===== src/rtl/ps2_cmd_sequencer.sv =====
// PS/2 scan-code sequencer: filters the raw byte stream down to single make
// codes, queues them, and presents each one to the command decoder for a
// fixed hold time followed by an idle gap.
module ps2_cmd_sequencer #(
  parameter int         HOLD_CYCLES = 8,
  parameter int         GAP_CYCLES  = 8,
  parameter int         FIFO_DEPTH  = 4,
  parameter logic [7:0] IDLE_CODE   = 8'h00
) (
  input  logic       CLK_chaos,
  input  logic       restart,
  input  logic [7:0] rx_data,
  input  logic       rx_valid,
  output logic [7:0] cmd_dato,
  output logic       cmd_active,
  output logic       fifo_full,
  output logic       overflow
);

  localparam int PTR_W = $clog2(FIFO_DEPTH);
  localparam int MAX_C = (HOLD_CYCLES > GAP_CYCLES) ? HOLD_CYCLES : GAP_CYCLES;
  localparam int CTR_W = $clog2(MAX_C);
  localparam logic [PTR_W:0]   FULL_CNT = FIFO_DEPTH[PTR_W:0];
  localparam logic [CTR_W-1:0] HOLD_END = CTR_W'(HOLD_CYCLES - 1);
  localparam logic [CTR_W-1:0] GAP_END  = CTR_W'(GAP_CYCLES - 1);

  typedef enum logic [1:0] {F_IDLE, F_BREAK, F_EXT} filt_e;
  typedef enum logic [1:0] {P_IDLE, P_HOLD, P_GAP} pres_e;

  filt_e            f_state_q, f_state_d;
  logic [7:0]       last_make_q, last_make_d;
  logic             push_q, push_d;
  logic [7:0]       push_data_q;

  logic [7:0]       mem_q [FIFO_DEPTH];
  logic [PTR_W-1:0] wr_ptr_q, rd_ptr_q;
  logic [PTR_W:0]   count_q, count_d;
  logic             fifo_full_q, overflow_q;
  logic             do_push, pop;
  logic [7:0]       head;

  pres_e            p_state_q, p_state_d;
  logic [CTR_W-1:0] cnt_q, cnt_d;
  logic [7:0]       dato_q, dato_d;
  logic             act_q, act_d;

  // Filter next state: classify each strobed byte as make, break or extended.
  always_comb begin
    f_state_d   = f_state_q;
    last_make_d = last_make_q;
    push_d      = 1'b0;
    if (rx_valid) begin
      case (f_state_q)
        F_IDLE: begin
          if (rx_data == 8'hF0) begin
            f_state_d = F_BREAK;
          end else if (rx_data == 8'hE0) begin
            f_state_d = F_EXT;
          end else if (rx_data != last_make_q) begin
            last_make_d = rx_data;
            push_d      = 1'b1;
          end
        end
        F_BREAK: begin
          if (rx_data == last_make_q) last_make_d = 8'h00;
          f_state_d = F_IDLE;
        end
        F_EXT: begin
          if (rx_data == 8'hF0) f_state_d = F_BREAK;
          else                  f_state_d = F_IDLE;
        end
        default: f_state_d = F_IDLE;
      endcase
    end
  end

  // Filter state and registered push request (the byte itself needs no reset).
  always_ff @(posedge CLK_chaos) begin
    push_data_q <= rx_data;
    if (restart) begin
      f_state_q   <= F_IDLE;
      last_make_q <= 8'h00;
      push_q      <= 1'b0;
    end else begin
      f_state_q   <= f_state_d;
      last_make_q <= last_make_d;
      push_q      <= push_d;
    end
  end

  // A push into a full queue only succeeds when the presenter frees a slot in the same cycle.
  assign do_push = push_q && ((count_q != FULL_CNT) || pop);
  assign head    = mem_q[rd_ptr_q];

  // Occupancy after this edge's push/pop.
  always_comb begin
    count_d = count_q;
    case ({do_push, pop})
      2'b10:   count_d = count_q + 1'b1;
      2'b01:   count_d = count_q - 1'b1;
      default: count_d = count_q;
    endcase
  end

  // Queue storage: when full with a simultaneous pop, wr_ptr equals rd_ptr and
  // the head is read before being overwritten.
  always_ff @(posedge CLK_chaos) begin
    if (do_push) mem_q[wr_ptr_q] <= push_data_q;
  end

  // Queue pointers, occupancy and sticky overflow flag.
  always_ff @(posedge CLK_chaos) begin
    if (restart) begin
      wr_ptr_q    <= '0;
      rd_ptr_q    <= '0;
      count_q     <= '0;
      fifo_full_q <= 1'b0;
      overflow_q  <= 1'b0;
    end else begin
      if (do_push) wr_ptr_q <= wr_ptr_q + 1'b1;
      if (pop)     rd_ptr_q <= rd_ptr_q + 1'b1;
      count_q     <= count_d;
      fifo_full_q <= (count_d == FULL_CNT);
      if (push_q && !do_push) overflow_q <= 1'b1;
    end
  end

  // Presenter next state: hold each code, then an idle gap. A gap that ends
  // with work queued starts the next code immediately so the idle time is exact.
  always_comb begin
    p_state_d = p_state_q;
    cnt_d     = cnt_q;
    dato_d    = dato_q;
    act_d     = act_q;
    pop       = 1'b0;
    case (p_state_q)
      P_IDLE: begin
        if (count_q != '0) begin
          pop       = 1'b1;
          dato_d    = head;
          act_d     = 1'b1;
          cnt_d     = '0;
          p_state_d = P_HOLD;
        end
      end
      P_HOLD: begin
        if (cnt_q == HOLD_END) begin
          dato_d    = IDLE_CODE;
          act_d     = 1'b0;
          cnt_d     = '0;
          p_state_d = P_GAP;
        end else begin
          cnt_d = cnt_q + 1'b1;
        end
      end
      P_GAP: begin
        if (cnt_q == GAP_END) begin
          cnt_d = '0;
          if (count_q != '0) begin
            pop       = 1'b1;
            dato_d    = head;
            act_d     = 1'b1;
            p_state_d = P_HOLD;
          end else begin
            p_state_d = P_IDLE;
          end
        end else begin
          cnt_d = cnt_q + 1'b1;
        end
      end
      default: p_state_d = P_IDLE;
    endcase
  end

  // Presenter state, counter and output registers.
  always_ff @(posedge CLK_chaos) begin
    if (restart) begin
      p_state_q <= P_IDLE;
      cnt_q     <= '0;
      dato_q    <= IDLE_CODE;
      act_q     <= 1'b0;
    end else begin
      p_state_q <= p_state_d;
      cnt_q     <= cnt_d;
      dato_q    <= dato_d;
      act_q     <= act_d;
    end
  end

  assign cmd_dato   = dato_q;
  assign cmd_active = act_q;
  assign fifo_full  = fifo_full_q;
  assign overflow   = overflow_q;

endmodule

===== config.mk =====
export PLATFORM = sky130hd
export DESIGN_NAME = ps2_cmd_sequencer
export DESIGN_NICKNAME = d
export VERILOG_FILES = /design/src/rtl/ps2_cmd_sequencer.sv
export SDC_FILE = /design/constraint.sdc
export NUM_CORES = 1
export LEC_CHECK = 0
export CAP_MARGIN = 20
export CORE_MARGIN = 2
export CORE_UTILIZATION = 65
export DETAILED_ROUTE_END_ITERATION = 10
export DONT_BUFFER_PORTS = 1
export HOLD_SLACK_MARGIN = 0.08
export PLACE_DENSITY = 0.78
export SYNTH_ARGS = -nofsm -noshare
export SYNTH_HDL_FRONTEND = slang
export SYNTH_SLANG_ARGS = --single-unit

===== constraint.sdc =====
create_clock -name CLK_chaos -period 4.4 [get_ports CLK_chaos]
set_input_delay 0.88 -clock CLK_chaos [delete_from_list [all_inputs] [get_ports CLK_chaos]]
set_output_delay 0.88 -clock CLK_chaos [all_outputs]
set_load 0.02 [all_outputs]

Yosys cells after proc, flatten, opt, wreduce, memory -nomap -nowiden
Memories as Yosys holds them, arrays and structs flattened. A register that Yosys moved wholly into a read port is not among the register bits.
Cells that the tools add are included.
{"block": "totals", "reg_bits": 42, "ramBits": 32, "in_bits": 11, "output_inout_bits": 11, "mem_count": 1}
{"memory": "mem_q", "words": 4, "word_bits": 8, "rd": 1, "rd_clocked_by_memory_dff": 1, "write_ports": 1, "line_no": "35", "source": "logic [7:0] mem_q [FIFO_DEPTH];"}
{"block": "classes", "n_addsub": 5, "n_eq_ne": 21, "n_mux": 34, "n_bitwise": 2, "reduce_logical": 17}
{"operator": "8-bit 2-to-1 mux", "n": 7}
{"operator": "8-bit case mux with 3 select lines", "n": 1}
{"operator": "8-bit == test (second input constant)", "n": 2}
{"operator": "8-bit case mux with 2 select lines", "n": 1}
{"operator": "2-bit 2-to-1 mux", "n": 7}
{"operator": "2-bit != test (second input constant)", "n": 7}
{"operator": "3-bit case mux with 2 select lines", "n": 2}
{"operator": "1-bit 2-to-1 mux", "n": 10}
{"operator": "8-bit == test", "n": 1}
{"operator": "8-bit != test", "n": 1}
{"operator": "3-bit by 1-bit adder with 3-bit output (second input constant)", "n": 2}
{"operator": "2-bit by 1-bit == test with 1-bit output (second input constant)", "n": 3}
{"operator": "2-bit == test (second input constant)", "n": 3}
{"operator": "3-bit == test (second input constant)", "n": 2}
{"operator": "3-bit 2-to-1 mux", "n": 2}
{"operator": "3-bit != test (second input constant)", "n": 2}
{"operator": "2-bit case mux with 3 select lines", "n": 1}
{"operator": "3-bit AND reduction", "n": 2}
{"operator": "6-bit AND reduction", "n": 1}
{"operator": "3-bit nonzero test", "n": 2}
{"operator": "5-bit OR reduction", "n": 1}
{"operator": "2-bit by 1-bit adder with 2-bit output (second input constant)", "n": 2}
{"operator": "2-bit logical NOT", "n": 2}
{"operator": "2-bit case mux with 2 select lines", "n": 1}
{"operator": "other kinds (10)", "n": 14}

Logic depth before layout (Yosys ltp)
{"block": "logic_depth", "depth_word": 9, "mapped_depth": 10, "mapped_depth_nobuf": 10}

Worst setup path before layout
No wires, ideal clock.
{"block": "synth_timing", "path_kind": "register -> register", "start": "register cnt_q[0]", "end": "register fifo_full_q (netlist: fifo_full)", "setup_time_ns": 0.086, "arrival_time_ns": 2.151, "slack_ns": 2.163, "stages_incl_launch_ff": 10, "synth_period_minus_slack_ns": 2.237, "cell_sequence": "dfxtp_1 > ha_1 > ha_1 > a21oi_4 > nor2_1 > nand2_1 > fa_1 > nand2_1 > or3_1 > a221oi_2"}
{"block": "synth_between", "elab_chain_cells": 8, "elab_cells_between_ends": 9}
{"element": "start: declaration", "line_no": "43", "source": "logic [CTR_W-1:0] cnt_q, cnt_d;"}
{"element": "start signal: assignment", "line_no": "184", "source": "cnt_q <= cnt_d;"}
{"element": "3-bit == test (*)", "line_no": "157", "source": "if (cnt_q == GAP_END) begin"}
{"element": "1-bit 2-to-1 mux (*)", "line_no": "157"}
{"element": "1-bit case mux with 2 select lines (*)", "line_no": "136", "source": "case (p_state_q)"}
{"element": "1-bit logical OR", "line_no": "92", "source": "assign do_push = push_q && ((count_q != FULL_CNT) || pop);"}
{"element": "1-bit logical AND", "line_no": "92"}
{"element": "2-bit by 1-bit == test with 1-bit output / 2-bit == test (equally long branches)", "line_no": "98", "source": "case ({do_push, pop})"}
{"element": "3-bit case mux with 2 select lines (*)", "line_no": "98"}
{"element": "3-bit == test (*)", "line_no": "123", "source": "fifo_full_q <= (count_d == FULL_CNT);"}
{"element": "end signal: assignment", "line_no": "123"}
{"element": "end: declaration", "line_no": "38", "source": "logic fifo_full_q, overflow_q;"}
Mark *: on every way between the ends. The rest lies on a longest branch, timed or not.
A chain may end at the register's enable or synchronous reset.

Worst setup path in the final report
{"block": "layout_timing", "start": "register p_state_q[1]", "end": "register fifo_full_q (netlist: fifo_full)"}
{"block": "layout_between", "elab_chain_cells": 7, "elab_cells_between_ends": 9}
{"element": "start: declaration", "line_no": "42", "source": "pres_e p_state_q, p_state_d;"}
{"element": "start signal: assignment", "line_no": "183", "source": "p_state_q <= p_state_d;"}
{"element": "2-bit == test / 2-bit logical NOT (equally long branches)", "line_no": "136"}
{"element": "1-bit case mux with 2 select lines (*)", "line_no": "136"}
{"element": "1-bit logical OR", "line_no": "92"}
{"element": "1-bit logical AND", "line_no": "92"}
{"element": "2-bit by 1-bit == test with 1-bit output / 2-bit == test (equally long branches)", "line_no": "98"}
{"element": "3-bit case mux with 2 select lines (*)", "line_no": "98"}
{"element": "3-bit == test (*)", "line_no": "123"}
Marked as above.

==> metrics.md <==
| Metric | Value |
|---|---|
| Routability congestion estimate | `0.860` |
| Die X | `74.1 um` |
| CP cell instances | `ha_1 > a21oi_4 > nor2_1 > nand2_1 > fa_1 > nand2_1 > or3_1 > a221oi_2` |
| Clock sinks | `76` |
| DP Worst Slack | `1.98 ns` |
| Family with the most delay on the worst path | `adder cells` |
| CP Capture Type | `register` |
| Final setup viols | `0` |
| CTS resizes | `0` |
| Yosys top cell area share | `30.1%` |
| Max-Cap Viols | `0` |
| CTS buffer count | `9` |
| Setup Total Neg Slack | `0 ns` |
| Ys flop type | `dfxtp_1` |
| Clk Tree Root Cell | `clkbuf_8` |
| IO buf count | `0` |
| Worst slew margin | `64.7%` |
| Post-Syn Area | `3190 um^2` |
| Crit path top cell by count | `nand2_1` |
| Synthesized Nets | `281` |
| Starting DRC count in detailed routing | `111` |
| Top cells by area, synth | `edfxtp_1 (30%), dfxtp_1 (28%), mux4_2 (5.6%)` |
| Post-synth top area cell | `edfxtp_1` |
| GRT Residual Overflow | `0` |
| Grt met3 use | `5.69%` |
| Slew @ Worst Pin | `0.526 ns` |
| Yosys warnings | `0` |
| Worst path bufs/invs | `0` |
| Die Ht | `74.1 um` |
| Layout cell share with drive strength beyond 1 | `14.3%` |
| Final hold vios | `0` |
| Mapped Avg Cell Area | `12.3 um^2` |
| Fin Clk Skew | `0.0104 ns` |
| DP Cell Count | `317` |
| Yosys reg bits | `76` |
| Crit start category | `register` |
| Leak | `0.00117 uW` |
| Pin count of the biggest net entering global routing | `28` |
| Non-filler cells, final | `333` |
| Hold WC Path Type | `reg -> reg` |
| Antenna violations before repair | `0` |
| Post-layout util | `72.3%` |
| Final period utilization | `55.6%` |
| Crit-path slowest cell | `fa_1` |
| Status | `completed` |
| Htree depth | `3` |
| PD cells | `561 nW/um^2` |
| RSZ-0062 raised after global routing | `false` |
| Layout Nets | `283` |
| GR peak layer | `met2` |
| Syn-to-layout area delta | `6.90%` |
| EDFF count, synth | `32` |
| Row cnt | `25` |
| Area of the core | `4720 um^2` |
| Final slew viol count | `0` |
| DR vias | `1,904` |
| Most frequent cells in the layout | `dfxtp_1 (44), edfxtp_1 (32), nand2_1 (24), nor2_1 (17), a21oi_1 (17)` |
| Worst EP arrival | `2.70 ns` |
| Drt drc | `0` |
| Minimum clock period | `2.45 ns` |
| Initial Utilization | `67.6%` |
| ANT nets after route | `0` |
| CTS clock-pin slew for the worst setup and hold paths | `0.08 ns` |
| Die Area | `5490 um^2` |
| CTS tree | `built` |
| CTS Hold Bufs | `0` |
| Total Routed Length | `4960 um` |
| First-pass GRT wire length | `8200 um` |
| Most common cell after layout, fill and taps aside | `dfxtp_1` |
| Yosys cell types | `52` |
| Top-level I/O count | `22` |
| Slowest stage delay, CP | `0.57 ns` |
| Cell count after synthesis | `259` |
| Clock Latency Late Sink | `0.35 ns` |
| Number of global-route vias before repair | `1,816` |
| Drt first pass iters | `4` |
| Final WS setup | `1.95 ns` |
| Met2 usage | `30.4%` |
| Async SR Flop Fraction | `0%` |
| Setup Buffers After CTS | `0` |
| Ant diodes | `0` |
| Total power | `1910 uW` |
| Routed len/inst | `14.9 um` |
| Sequential area share after synthesis | `57.7%` |
| Data required, critical path | `4.65 ns` |
| Gr usage total | `20.4%` |
| DP HPWL | `3520 um` |
| Worst IR Drop VDD | `0.296 mV` |
| WS Path Type | `reg -> reg` |
| CTS Buffer Depth | `2` |
| DR vias/cell | `5.72` |
| CP Max Fanout | `7` |
| Met1 usage | `27.6%` |
| FMAX | `408 MHz` |
## where the power goes
part / leakage [uW] / internal, uW / switching (uW)
Sequential: 0.000652 / 820 / 140
Combinational: 0.000432 / 215 / 261
Clock: 0.0000886 / 213 / 265
## worst min-delay path: cells and delay by family (launching register included)
family | cells | cell delay (ns)
compound gates | 1 | 0.05
flops | 1 | 0.32
simple gates | 1 | 0.05
## layout make-up
type | count | area (um^2)
tap | 67 | 83.8
clock inverter | 7 | 57.6
clock buffer | 9 | 124
sequential | 76 | 1840
inverter | 17 | 63.8
multi-input combinational | 157 | 1240
fill | 310 | 1310
## sequential cells by signal (all words and copies together), names as in the netlist, 3 cells and up, named ones only
name	flops
cmd_dato	8
cnt_q	3
count_q	3
last_make_q	8
mem_q	32
push_data_q	8
## per-stage QoR
stage          hold WS (ns)  cell area (um^2)
2_1_floorplan         0.436              3190
5_1_grt               0.480              3410
3_3_place_gp          0.439              3230
6_report              0.457              3410
4_1_cts               0.459              3410
3_5_place_dp          0.447              3230
## synth_stat cells, types with 2 or more instances
library cell / number
dfxtp_1: 44
edfxtp_1: 32
nand2_1: 24
a21oi_1: 17
nor2_1: 17
inv_1: 16
xnor2_1: 11
ha_1: 10
nand3b_1: 10
mux4_2: 8
o32ai_1: 8
nand3_1: 5
and2_1: 4
clkbuf_1: 4
a21o_1: 3
buf_2: 3
a211oi_1: 2
mux2i_1: 2
nand2b_1: 2
nand4_1: 2
nor3_2: 2
nor3b_1: 2
o21ai_0: 2
## metal layers
layer  share of wire, %  wire, um
met1                 47      2320
met2                 47      2340
met3                3.9       193
met4                2.2       110
met5                  0         0
## path summary, 6_finish.rpt
check | startpoint | endpoint | slack (ns) | cells after the start
hold / removal | cnt_q[2] | cnt_q[2] | 0.46 | 2
setup reg to reg | p_state_q[1] | fifo_full | 1.95 | 8
hold reg to reg | cnt_q[2] | cnt_q[2] | 0.46 | 2
setup / recovery | p_state_q[1] | fifo_full | 1.95 | 8
## kinds of logic after synthesis
family                     after synthesis  synth area share, %
AOI/OAI and AO/OA                       49                 12.4
xor gates and xnor gates                12                 3.29
adders and majority gates               11                 4.55
buffers and inverters                   26                 3.41
DFF                                     76                 57.7
muxes                                   10                 6.27
and+or+nand+nor                         75                 12.4
(Power assumes the default switching activity.)
